### src/rtl/bomb_pkg.sv
// Shared bomb definitions: FSM state encoding, tile geometry and default frame timings.
// The bitmap and collision blocks use the same definitions.
package bomb_pkg;

  typedef enum logic [1:0] {
    ST_IDLE      = 2'd0,
    ST_ARMED     = 2'd1,
    ST_EXPLODING = 2'd2,
    ST_COOLDOWN  = 2'd3
  } bomb_state_e;

  localparam int unsigned TILE_BITS = 5;
  localparam int unsigned TILE_SIZE = 32;

  localparam int unsigned DEF_FUSE_FRAMES     = 180;
  localparam int unsigned DEF_FLAME_FRAMES    = 30;
  localparam int unsigned DEF_COOLDOWN_FRAMES = 10;
  localparam int unsigned DEF_WARN_FRAMES     = 60;

  localparam logic [10:0] TILE_MASK = ~((11'd1 << TILE_BITS) - 11'd1);

  // Rounds a sprite top-left to the tile under its centre; 11-bit overflow wraps.
  function automatic logic [10:0] snap_to_tile(input logic [10:0] p);
    logic [10:0] s;
    s = p + 11'(TILE_SIZE / 2);
    return s & TILE_MASK;
  endfunction

  function automatic logic [10:0] flame_origin(input logic [10:0] b);
    logic [10:0] r;
    if (b < 11'(TILE_SIZE)) begin
      r = 11'd0;
    end else begin
      r = b - 11'(TILE_SIZE);
    end
    return r;
  endfunction

endpackage

### src/rtl/bomb_fuse_ctrl_frame_timer.sv
// Loadable 8-bit frame down-counter, shared by the fuse, flame and cooldown phases.
module frame_timer (
  input  logic       clk,
  input  logic       resetN,
  input  logic       startOfFrame,
  input  logic       en,
  input  logic       load,
  input  logic [7:0] load_val,
  output logic [7:0] count_next,
  output logic       done
);

  logic [7:0] count_q;
  logic [7:0] count_d;

  // Next count: a load wins over a decrement arriving in the same cycle.
  always_comb begin
    count_d = count_q;
    if (load) begin
      count_d = load_val;
    end else if (en && startOfFrame) begin
      count_d = count_q - 8'd1;
    end else begin
      count_d = count_q;
    end
  end

  // Counter register.
  always_ff @(posedge clk) begin
    if (!resetN) begin
      count_q <= 8'd0;
    end else begin
      count_q <= count_d;
    end
  end

  assign count_next = count_d;
  assign done       = en && startOfFrame && (count_q == 8'd1);

endmodule

### src/rtl/bomb_fuse_ctrl.sv
// Single-bomb lifecycle: placement, fuse countdown, explosion, cooldown.
// All outputs are registered from next-state values.
module bomb_fuse_ctrl
  import bomb_pkg::*;
#(
  parameter int unsigned FUSE_FRAMES     = DEF_FUSE_FRAMES,
  parameter int unsigned FLAME_FRAMES    = DEF_FLAME_FRAMES,
  parameter int unsigned COOLDOWN_FRAMES = DEF_COOLDOWN_FRAMES,
  parameter int unsigned WARN_FRAMES     = DEF_WARN_FRAMES
) (
  input  logic        clk,
  input  logic        resetN,
  input  logic        startOfFrame,
  input  logic        place_req,
  input  logic [10:0] playerX,
  input  logic [10:0] playerY,
  input  logic        chain_hit,
  output logic        place_ack,
  output logic        bomb_exist,
  output logic        bomb_exploded,
  output logic        bomb_blink,
  output logic        explode_pulse,
  output logic [10:0] bombTopLeftX,
  output logic [10:0] bombTopLeftY,
  output logic [10:0] flameHTopLeftX,
  output logic [10:0] flameVTopLeftY
);

  localparam logic [7:0] FUSE_L  = 8'(FUSE_FRAMES);
  localparam logic [7:0] FLAME_L = 8'(FLAME_FRAMES);
  localparam logic [7:0] COOL_L  = 8'(COOLDOWN_FRAMES);
  localparam logic [7:0] WARN_L  = 8'(WARN_FRAMES);

  bomb_state_e state_q, state_d;
  logic        t_en, t_load, t_done;
  logic [7:0]  t_load_val, t_count_next;

  logic        place_ack_q, place_ack_d;
  logic        exist_q, exist_d;
  logic        exploded_q, exploded_d;
  logic        blink_q, blink_d;
  logic        pulse_q, pulse_d;
  logic [10:0] bomb_x_q, bomb_x_d, bomb_y_q, bomb_y_d;
  logic [10:0] flame_h_q, flame_h_d, flame_v_q, flame_v_d;

  frame_timer u_timer (
    .clk          (clk),
    .resetN       (resetN),
    .startOfFrame (startOfFrame),
    .en           (t_en),
    .load         (t_load),
    .load_val     (t_load_val),
    .count_next   (t_count_next),
    .done         (t_done)
  );

  // Lifecycle FSM and timer control; each phase reloads the timer as it is entered.
  always_comb begin
    state_d     = state_q;
    t_en        = 1'b0;
    t_load      = 1'b0;
    t_load_val  = 8'd0;
    place_ack_d = 1'b0;
    bomb_x_d    = bomb_x_q;
    bomb_y_d    = bomb_y_q;
    case (state_q)
      ST_IDLE: begin
        if (place_req) begin
          state_d     = ST_ARMED;
          t_load      = 1'b1;
          t_load_val  = FUSE_L;
          place_ack_d = 1'b1;
          bomb_x_d    = snap_to_tile(playerX);
          bomb_y_d    = snap_to_tile(playerY);
        end else begin
          state_d = ST_IDLE;
        end
      end
      ST_ARMED: begin
        t_en = 1'b1;
        if (chain_hit || t_done) begin
          state_d    = ST_EXPLODING;
          t_load     = 1'b1;
          t_load_val = FLAME_L;
        end else begin
          state_d = ST_ARMED;
        end
      end
      ST_EXPLODING: begin
        t_en = 1'b1;
        if (t_done) begin
          state_d    = ST_COOLDOWN;
          t_load     = 1'b1;
          t_load_val = COOL_L;
        end else begin
          state_d = ST_EXPLODING;
        end
      end
      ST_COOLDOWN: begin
        t_en = 1'b1;
        if (t_done) begin
          state_d    = ST_IDLE;
          t_load     = 1'b1;
          t_load_val = 8'd0;
        end else begin
          state_d = ST_COOLDOWN;
        end
      end
      default: begin
        state_d    = ST_IDLE;
        t_load     = 1'b1;
        t_load_val = 8'd0;
      end
    endcase
  end

  // Output values derived from the upcoming state so the registers track it exactly.
  always_comb begin
    exist_d    = (state_d == ST_ARMED) || (state_d == ST_EXPLODING);
    exploded_d = (state_d == ST_EXPLODING);
    pulse_d    = (state_q == ST_ARMED) && (state_d == ST_EXPLODING);
    flame_h_d  = flame_origin(bomb_x_d);
    flame_v_d  = flame_origin(bomb_y_d);
    if ((state_d == ST_ARMED) && (t_count_next <= WARN_L)) begin
      blink_d = t_count_next[3];
    end else begin
      blink_d = 1'b1;
    end
  end

  // State and output registers.
  always_ff @(posedge clk) begin
    if (!resetN) begin
      state_q     <= ST_IDLE;
      place_ack_q <= 1'b0;
      exist_q     <= 1'b0;
      exploded_q  <= 1'b0;
      blink_q     <= 1'b1;
      pulse_q     <= 1'b0;
      bomb_x_q    <= 11'd0;
      bomb_y_q    <= 11'd0;
      flame_h_q   <= 11'd0;
      flame_v_q   <= 11'd0;
    end else begin
      state_q     <= state_d;
      place_ack_q <= place_ack_d;
      exist_q     <= exist_d;
      exploded_q  <= exploded_d;
      blink_q     <= blink_d;
      pulse_q     <= pulse_d;
      bomb_x_q    <= bomb_x_d;
      bomb_y_q    <= bomb_y_d;
      flame_h_q   <= flame_h_d;
      flame_v_q   <= flame_v_d;
    end
  end

  assign place_ack      = place_ack_q;
  assign bomb_exist     = exist_q;
  assign bomb_exploded  = exploded_q;
  assign bomb_blink     = blink_q;
  assign explode_pulse  = pulse_q;
  assign bombTopLeftX   = bomb_x_q;
  assign bombTopLeftY   = bomb_y_q;
  assign flameHTopLeftX = flame_h_q;
  assign flameVTopLeftY = flame_v_q;

endmodule

### config.mk
export PLATFORM = sky130hd
export DESIGN_NAME = bomb_fuse_ctrl
export DESIGN_NICKNAME = d
export VERILOG_FILES = /design/src/rtl/bomb_pkg.sv /design/src/rtl/bomb_fuse_ctrl_frame_timer.sv /design/src/rtl/bomb_fuse_ctrl.sv
export SDC_FILE = /design/constraint.sdc
export NUM_CORES = 1
export LEC_CHECK = 0
export BUFFER_PORTS_ARGS = -buffer_cell sky130_fd_sc_hd__buf_4
export CORE_ASPECT_RATIO = 0.7
export CORE_MARGIN = 4
export CORE_UTILIZATION = 31
export DETAILED_ROUTE_END_ITERATION = 16
export HOLD_SLACK_MARGIN = 0.08
export SETUP_SLACK_MARGIN = 0.5
export SKIP_LAST_GASP = 1
export SYNTH_ARGS = -nofsm -noshare
export SYNTH_HDL_FRONTEND = slang
export SYNTH_HIERARCHICAL = 1
export SYNTH_SLANG_ARGS = --single-unit
### constraint.sdc
create_clock -name clk -period 3.7 [get_ports clk]
set_input_delay 0.74 -clock clk [delete_from_list [all_inputs] [get_ports clk]]
set_output_delay 0.74 -clock clk [all_outputs]
set_load 0.01 [all_outputs]
==> results.sh, run 1 <==
export IMPL_grt_pass1_vias=2102
export IMPL_drt_initial_drc_count=117
export IMPL_finalHoldViolCount=0
export IMPL_crit_buf_inv=1
export IMPL_synth_area_mm2=0.00266
export IMPL_start_util=0.328
export IMPL_relSlewSlack=0.543
export IMPL_holdWs_ns=0.499
export IMPL_ir_drop_mv=0.225
export IMPL_critPathLaunchType="flop"
export IMPL_die_area_mm2=0.0101
export IMPL_status="complete, no violations"
export IMPL_fin_nets=397
export IMPL_dieHeight_um=85.5
export IMPL_synthToLayoutAreaGrowth_pct=34.7
export IMPL_dp_hpwl_mm=4.92
export IMPL_vias_per_cell=4.88
export IMPL_grt_max_degree=27
export IMPL_ios=76
export IMPL_portBuffers=67
export IMPL_worst_setup_path_type="reg -> reg"
export IMPL_setup_viol_count_final=0
export IMPL_setup_tns_ns=0
export IMPL_layout_min_cycle_time_ns=2.88
export IMPL_grt_usage=0.133
export IMPL_postCtsHoldBufs=0
export IMPL_cp_common_cell="nor2_1"
export IMPL_cts_buffers=9
export IMPL_core_area_mm2=0.00811
export IMPL_overflow=0
export IMPL_clock_latency_ns=0.33
export IMPL_antenna_found_initial=0
export IMPL_worst_slew_pin_slew_ns=0.684
export IMPL_rows=27
export IMPL_path_delay_family="simple AND/OR/NAND/NOR gates"
export IMPL_yosysWarnings=6
export IMPL_max_clock_path_buffers=2
export IMPL_crit_path_top_delay_cell="or4_4"
export IMPL_power_density_mw_per_mm2=554
export IMPL_path_cells="or4_4 -> nor4b_4 -> nor2_1 -> a211oi_2 -> a21o_1 -> inv_1 -> nor2_1 -> a31oi_1 -> nor4b_2 -> nand2_1"
export IMPL_required_ns=3.90
export IMPL_htreeDepth=3
export IMPL_drc=0
export IMPL_grt_pass1_wl_mm=10.7
export IMPL_first_pass_iters=4
export IMPL_cts_tree="yes"
export IMPL_max_cap_viol_count=0
export IMPL_nFillCells=801
export IMPL_wl_per_cell_um=14.4
export IMPL_stdcell_count=467
export IMPL_num_vias=2277
export IMPL_finalCritPeriodShare=0.779
export IMPL_cp_max_fo=10
export IMPL_drtAntennaViolNets=0
export IMPL_end_kind="flop"
export IMPL_max_freq_ghz=0.347
export IMPL_gp_congestion=0.813
export IMPL_cts_root_buf="clkbuf_16"
export IMPL_syn_inst=293
export IMPL_drive_gt1_frac=0.279
export IMPL_avgSynthCellArea_um2=9.07
export IMPL_antenna_cells=0
export IMPL_drt_total_wl_mm=6.70
export IMPL_worst_hold_path_type="reg -> reg"
export IMPL_dp_cells=451
export IMPL_report_final_slew_viol_count=0
export IMPL_rsz0062_at_grt="false"
export IMPL_die_w_um=119
export IMPL_numClockSinks=59
export IMPL_clkTransAtPathRegs_ns=0.05
export IMPL_p_leak_nw=1.60
export IMPL_clock_skew_ns=0.00758
export IMPL_slowest_delay_ns=0.60
export IMPL_arrival_ns=3.08
==> layout by cell type (no fill, tap or decap), types with 3 or more instances in the layout <==
cell,count
buf_4,71
dfxtp_1,57
nor2_1,34
nor2b_1,16
nand2_1,15
nor3_1,15
and3_1,12
inv_1,11
clkbuf_16,9
o21ai_0,8
xnor2_1,8
a21oi_1,8
ha_1,8
nand3_1,7
and2_1,7
xor2_1,6
mux2i_1,6
nor4_1,6
or3_1,5
o31ai_1,5
a31oi_1,4
nand4_1,3
a22oi_1,3
==> path summary, 6_finish.rpt <==
kind	from	to	slack, ns	cells after the start
setup / recovery	u_timer/count_q[3]	bomb_blink	0.82	10
hold / removal	bombTopLeftX[1]	bombTopLeftX[1]	0.50	1
setup reg to reg	u_timer/count_q[3]	bomb_blink	0.82	10
hold reg to reg	bombTopLeftX[1]	bombTopLeftX[1]	0.50	1
==> final cells by class <==
type                            count  area, um2  area share
Timing Repair Buffer               71        533       0.149
Clock inverter                      5       77.6      0.0217
Inverter                           12       57.6      0.0161
Multi-Input combinational cell    209       1370       0.381
Sequential cell                    59       1180       0.330
Tap cell                          101        126      0.0353
Clock buffer                       10        239      0.0667
==> flip-flops by register name (all words and copies together), names as in the netlist <==
name,flops
bombTopLeftY,11
bomb_blink,1
explode_pulse,1
state_q,2
place_ack,1
u_timer/count_q,8
flameHTopLeftX,11
flameVTopLeftY,11
bomb_exploded,1
bomb_exist,1
bombTopLeftX,11
==> metrics by stage <==
stage	area, um2	utilization	setup WS, ns	power (mW)
6_report	3580	0.442	0.817	1.99
5_1_grt	3580	0.442	0.536	2.08
2_1_floorplan	2660	-	0.545	0.973
3_3_place_gp	3230	0.398	0.361	1.10
4_1_cts	3560	0.439	0.568	2.01
3_5_place_dp	3230	0.398	0.302	1.11
==> power breakdown <==
group / switching [mW] / internal [mW] / total [mW]
sequential: 0.0396 / 0.689 / 0.728
clock: 0.284 / 0.600 / 0.884
combinational: 0.205 / 0.168 / 0.373
total: 0.528 / 1.46 / 1.99
==> layer usage <==
metal  vias to the layer above  global-route usage  share of wire
li1                       1167                   -              -
met1                      1024               0.198           0.53
met2                        74               0.173           0.38
met3                        12              0.0413          0.075
met4                         0              0.0568          0.017
met5                         -                   0              0
==> timing repair <==
action | in CTS | in global routing
endpoints found under the setup margin | 1 | 1
resized for setup | 2 | 4
endpoints found under the hold margin | 0 | 0
setup buffers | 0 | 1
cloned | 0 | 0
pin swaps | 0 | 1
(Power assumes the default switching activity.)
==> inputs of run 2 (changes only) <==
--- a/config.mk
+++ b/config.mk
@@ -5,6 +5,7 @@
 export SDC_FILE = /design/constraint.sdc
 export NUM_CORES = 1
 export LEC_CHECK = 0
+export ABC_AREA = 1
 export BUFFER_PORTS_ARGS = -buffer_cell sky130_fd_sc_hd__buf_4
 export CORE_ASPECT_RATIO = 0.7
 export CORE_MARGIN = 4
==> constraint.sdc (replaced) <==
create_clock -name clk -period 2.93 [get_ports clk]
set_input_delay 0.586 -clock clk [delete_from_list [all_inputs] [get_ports clk]]
set_output_delay 0.586 -clock clk [all_outputs]
set_load 0.01 [all_outputs]
==> results.sh, run 2 <==
export IMPL_worst_slew_pin_slew_ns=0.531
export IMPL_drt_initial_drc_count=166
export IMPL_die_w_um=122
export IMPL_worst_setup_path_type="reg -> reg"
export IMPL_antenna_found_initial=0
export IMPL_cts_root_buf="clkbuf_16"
export IMPL_grt_usage=0.133
export IMPL_cp_max_fo=8
export IMPL_relSlewSlack=0.644
export IMPL_p_leak_nw=1.90
export IMPL_rsz0062_at_grt="false"
export IMPL_clock_skew_ns=0.00383
export IMPL_dp_hpwl_mm=5.01
export IMPL_critPathLaunchType="flop"
export IMPL_first_pass_iters=4
export IMPL_status="complete, no violations"
export IMPL_power_mw=2.46
export IMPL_drive_gt1_frac=0.317
export IMPL_antenna_cells=0
export IMPL_die_area_mm2=0.0106
export IMPL_power_density_mw_per_mm2=650
export IMPL_mostFrequentLayoutCells="nand2_1 (89), buf_4 (72), dfxtp_1 (55)"
export IMPL_nFillCells=897
export IMPL_ios=76
export IMPL_synthToLayoutAreaGrowth_pct=35.1
export IMPL_fin_nets=487
export IMPL_layout_min_cycle_time_ns=2.27
export IMPL_avgSynthCellArea_um2=7.47
export IMPL_core_area_mm2=0.00862
export IMPL_stdcell_count=577
export IMPL_worst_hold_path_type="reg -> reg"
export IMPL_max_clock_path_buffers=2
export IMPL_multi_input_area_mm2=0.00140
export IMPL_start_util=0.325
export IMPL_rows=28
export IMPL_mostFrequentLayoutCell="nand2_1"
export IMPL_clkTransAtPathRegs_ns=0.05
export IMPL_report_final_slew_viol_count=0
export IMPL_grt_pass1_wl_mm=11.0
export IMPL_cts_buffers=9
export IMPL_ir_drop_mv=0.330
export IMPL_syn_inst=375
export IMPL_grt_max_degree=18
export IMPL_required_ns=3.13
export IMPL_clock_latency_ns=0.32
export IMPL_dieHeight_um=87.5
export IMPL_grt_pass1_vias=2357
export IMPL_arrival_ns=2.47
export IMPL_final_seq_area_mm2=0.00119
export IMPL_vias_per_cell=4.29
export IMPL_cts_tree="yes"
export IMPL_htreeDepth=3
export IMPL_numClockSinks=59
export IMPL_overflow=0
export IMPL_drc=0
export IMPL_end_kind="flop"
export IMPL_dp_cells=559
export IMPL_max_freq_ghz=0.440
export IMPL_gp_congestion=0.852
export IMPL_synth_area_mm2=0.00280
export IMPL_drt_total_wl_mm=6.80
export IMPL_portBuffers=67
export IMPL_yosysWarnings=6
export IMPL_num_vias=2478
export IMPL_finalHoldViolCount=0
export IMPL_drtAntennaViolNets=0
export IMPL_setup_viol_count_final=0
export IMPL_finalCritPeriodShare=0.775
export IMPL_max_cap_viol_count=0
export IMPL_wl_per_cell_um=11.8
export IMPL_setup_tns_ns=0
[run 2: timing repair]
item / 4_1_cts / 5_1_grt
endpoints found under the setup margin: 1 / 1
resized for setup: 4 / 11
cloned: 0 / 0
hold buffers: 0 / 0
pin swaps: 0 / 3
setup buffers: 0 / 2
[run 2: stage by stage]
| step | hold slack (ns) | setup slack [ns] | instance area [um2] | utilization |
|---|---|---|---|---|
| after floorplan | 0.471 | 0.571 | 2810 | - |
| after global placement | 0.436 | 0.474 | 3430 | 0.398 |
| after detailed placement | 0.439 | 0.355 | 3430 | 0.398 |
| after CTS | 0.447 | 0.545 | 3730 | 0.433 |
| after global routing | 0.481 | 0.483 | 3780 | 0.439 |
| final | 0.448 | 0.659 | 3780 | 0.439 |
[run 2: final timing paths]
| path | endpoint | cells past startpoint | start | slack (ns) |
|---|---|---|---|---|
| min reg2reg | bombTopLeftY[3] | 2 | bombTopLeftY[3] | 0.45 |
| max reg2reg | bomb_blink | 17 | u_timer/count_q[1] | 0.66 |
| min | bombTopLeftY[3] | 2 | bombTopLeftY[3] | 0.45 |
| max | bomb_blink | 17 | u_timer/count_q[1] | 0.66 |
[run 2: final cells by class]
cell class              count  share of cell area
multi-input cells         253               0.369
repair buffers             72               0.143
flip-flops and latches     59               0.313
clock buffers              10              0.0605
inverters                  57              0.0572
well taps                 120              0.0397
clock inverters             6              0.0175
[run 2: worst max-delay path, stage by stage, from the launching register on]
cell	delay, ns
dfxtp_2	0.33
inv_2	0.07
ha_1	0.15
nand4_1	0.12
nor4_4	0.30
buf_4	0.16
nor2_1	0.04
nor2_1	0.07
inv_1	0.06
nor2_2	0.14
inv_2	0.07
nand3_4	0.08
inv_4	0.07
or2_0	0.20
nand2_1	0.09
inv_1	0.04
nor2_1	0.08
nand3_1	0.08
[run 2: power by group]
group | total, mW | switching, mW | internal (mW)
clock | 1.03 | 0.374 | 0.657
sequential | 0.903 | 0.0348 | 0.868
combinational | 0.526 | 0.315 | 0.212
[run 2: layer usage]
layer | routed length [um] | track usage | vias up
li1 | - | - | 1314
met1 | 3260 | 0.174 | 1092
met2 | 3020 | 0.205 | 60
met3 | 417 | 0.0471 | 12
met4 | 106 | 0.0488 | 0
met5 | 0 | 0 | -
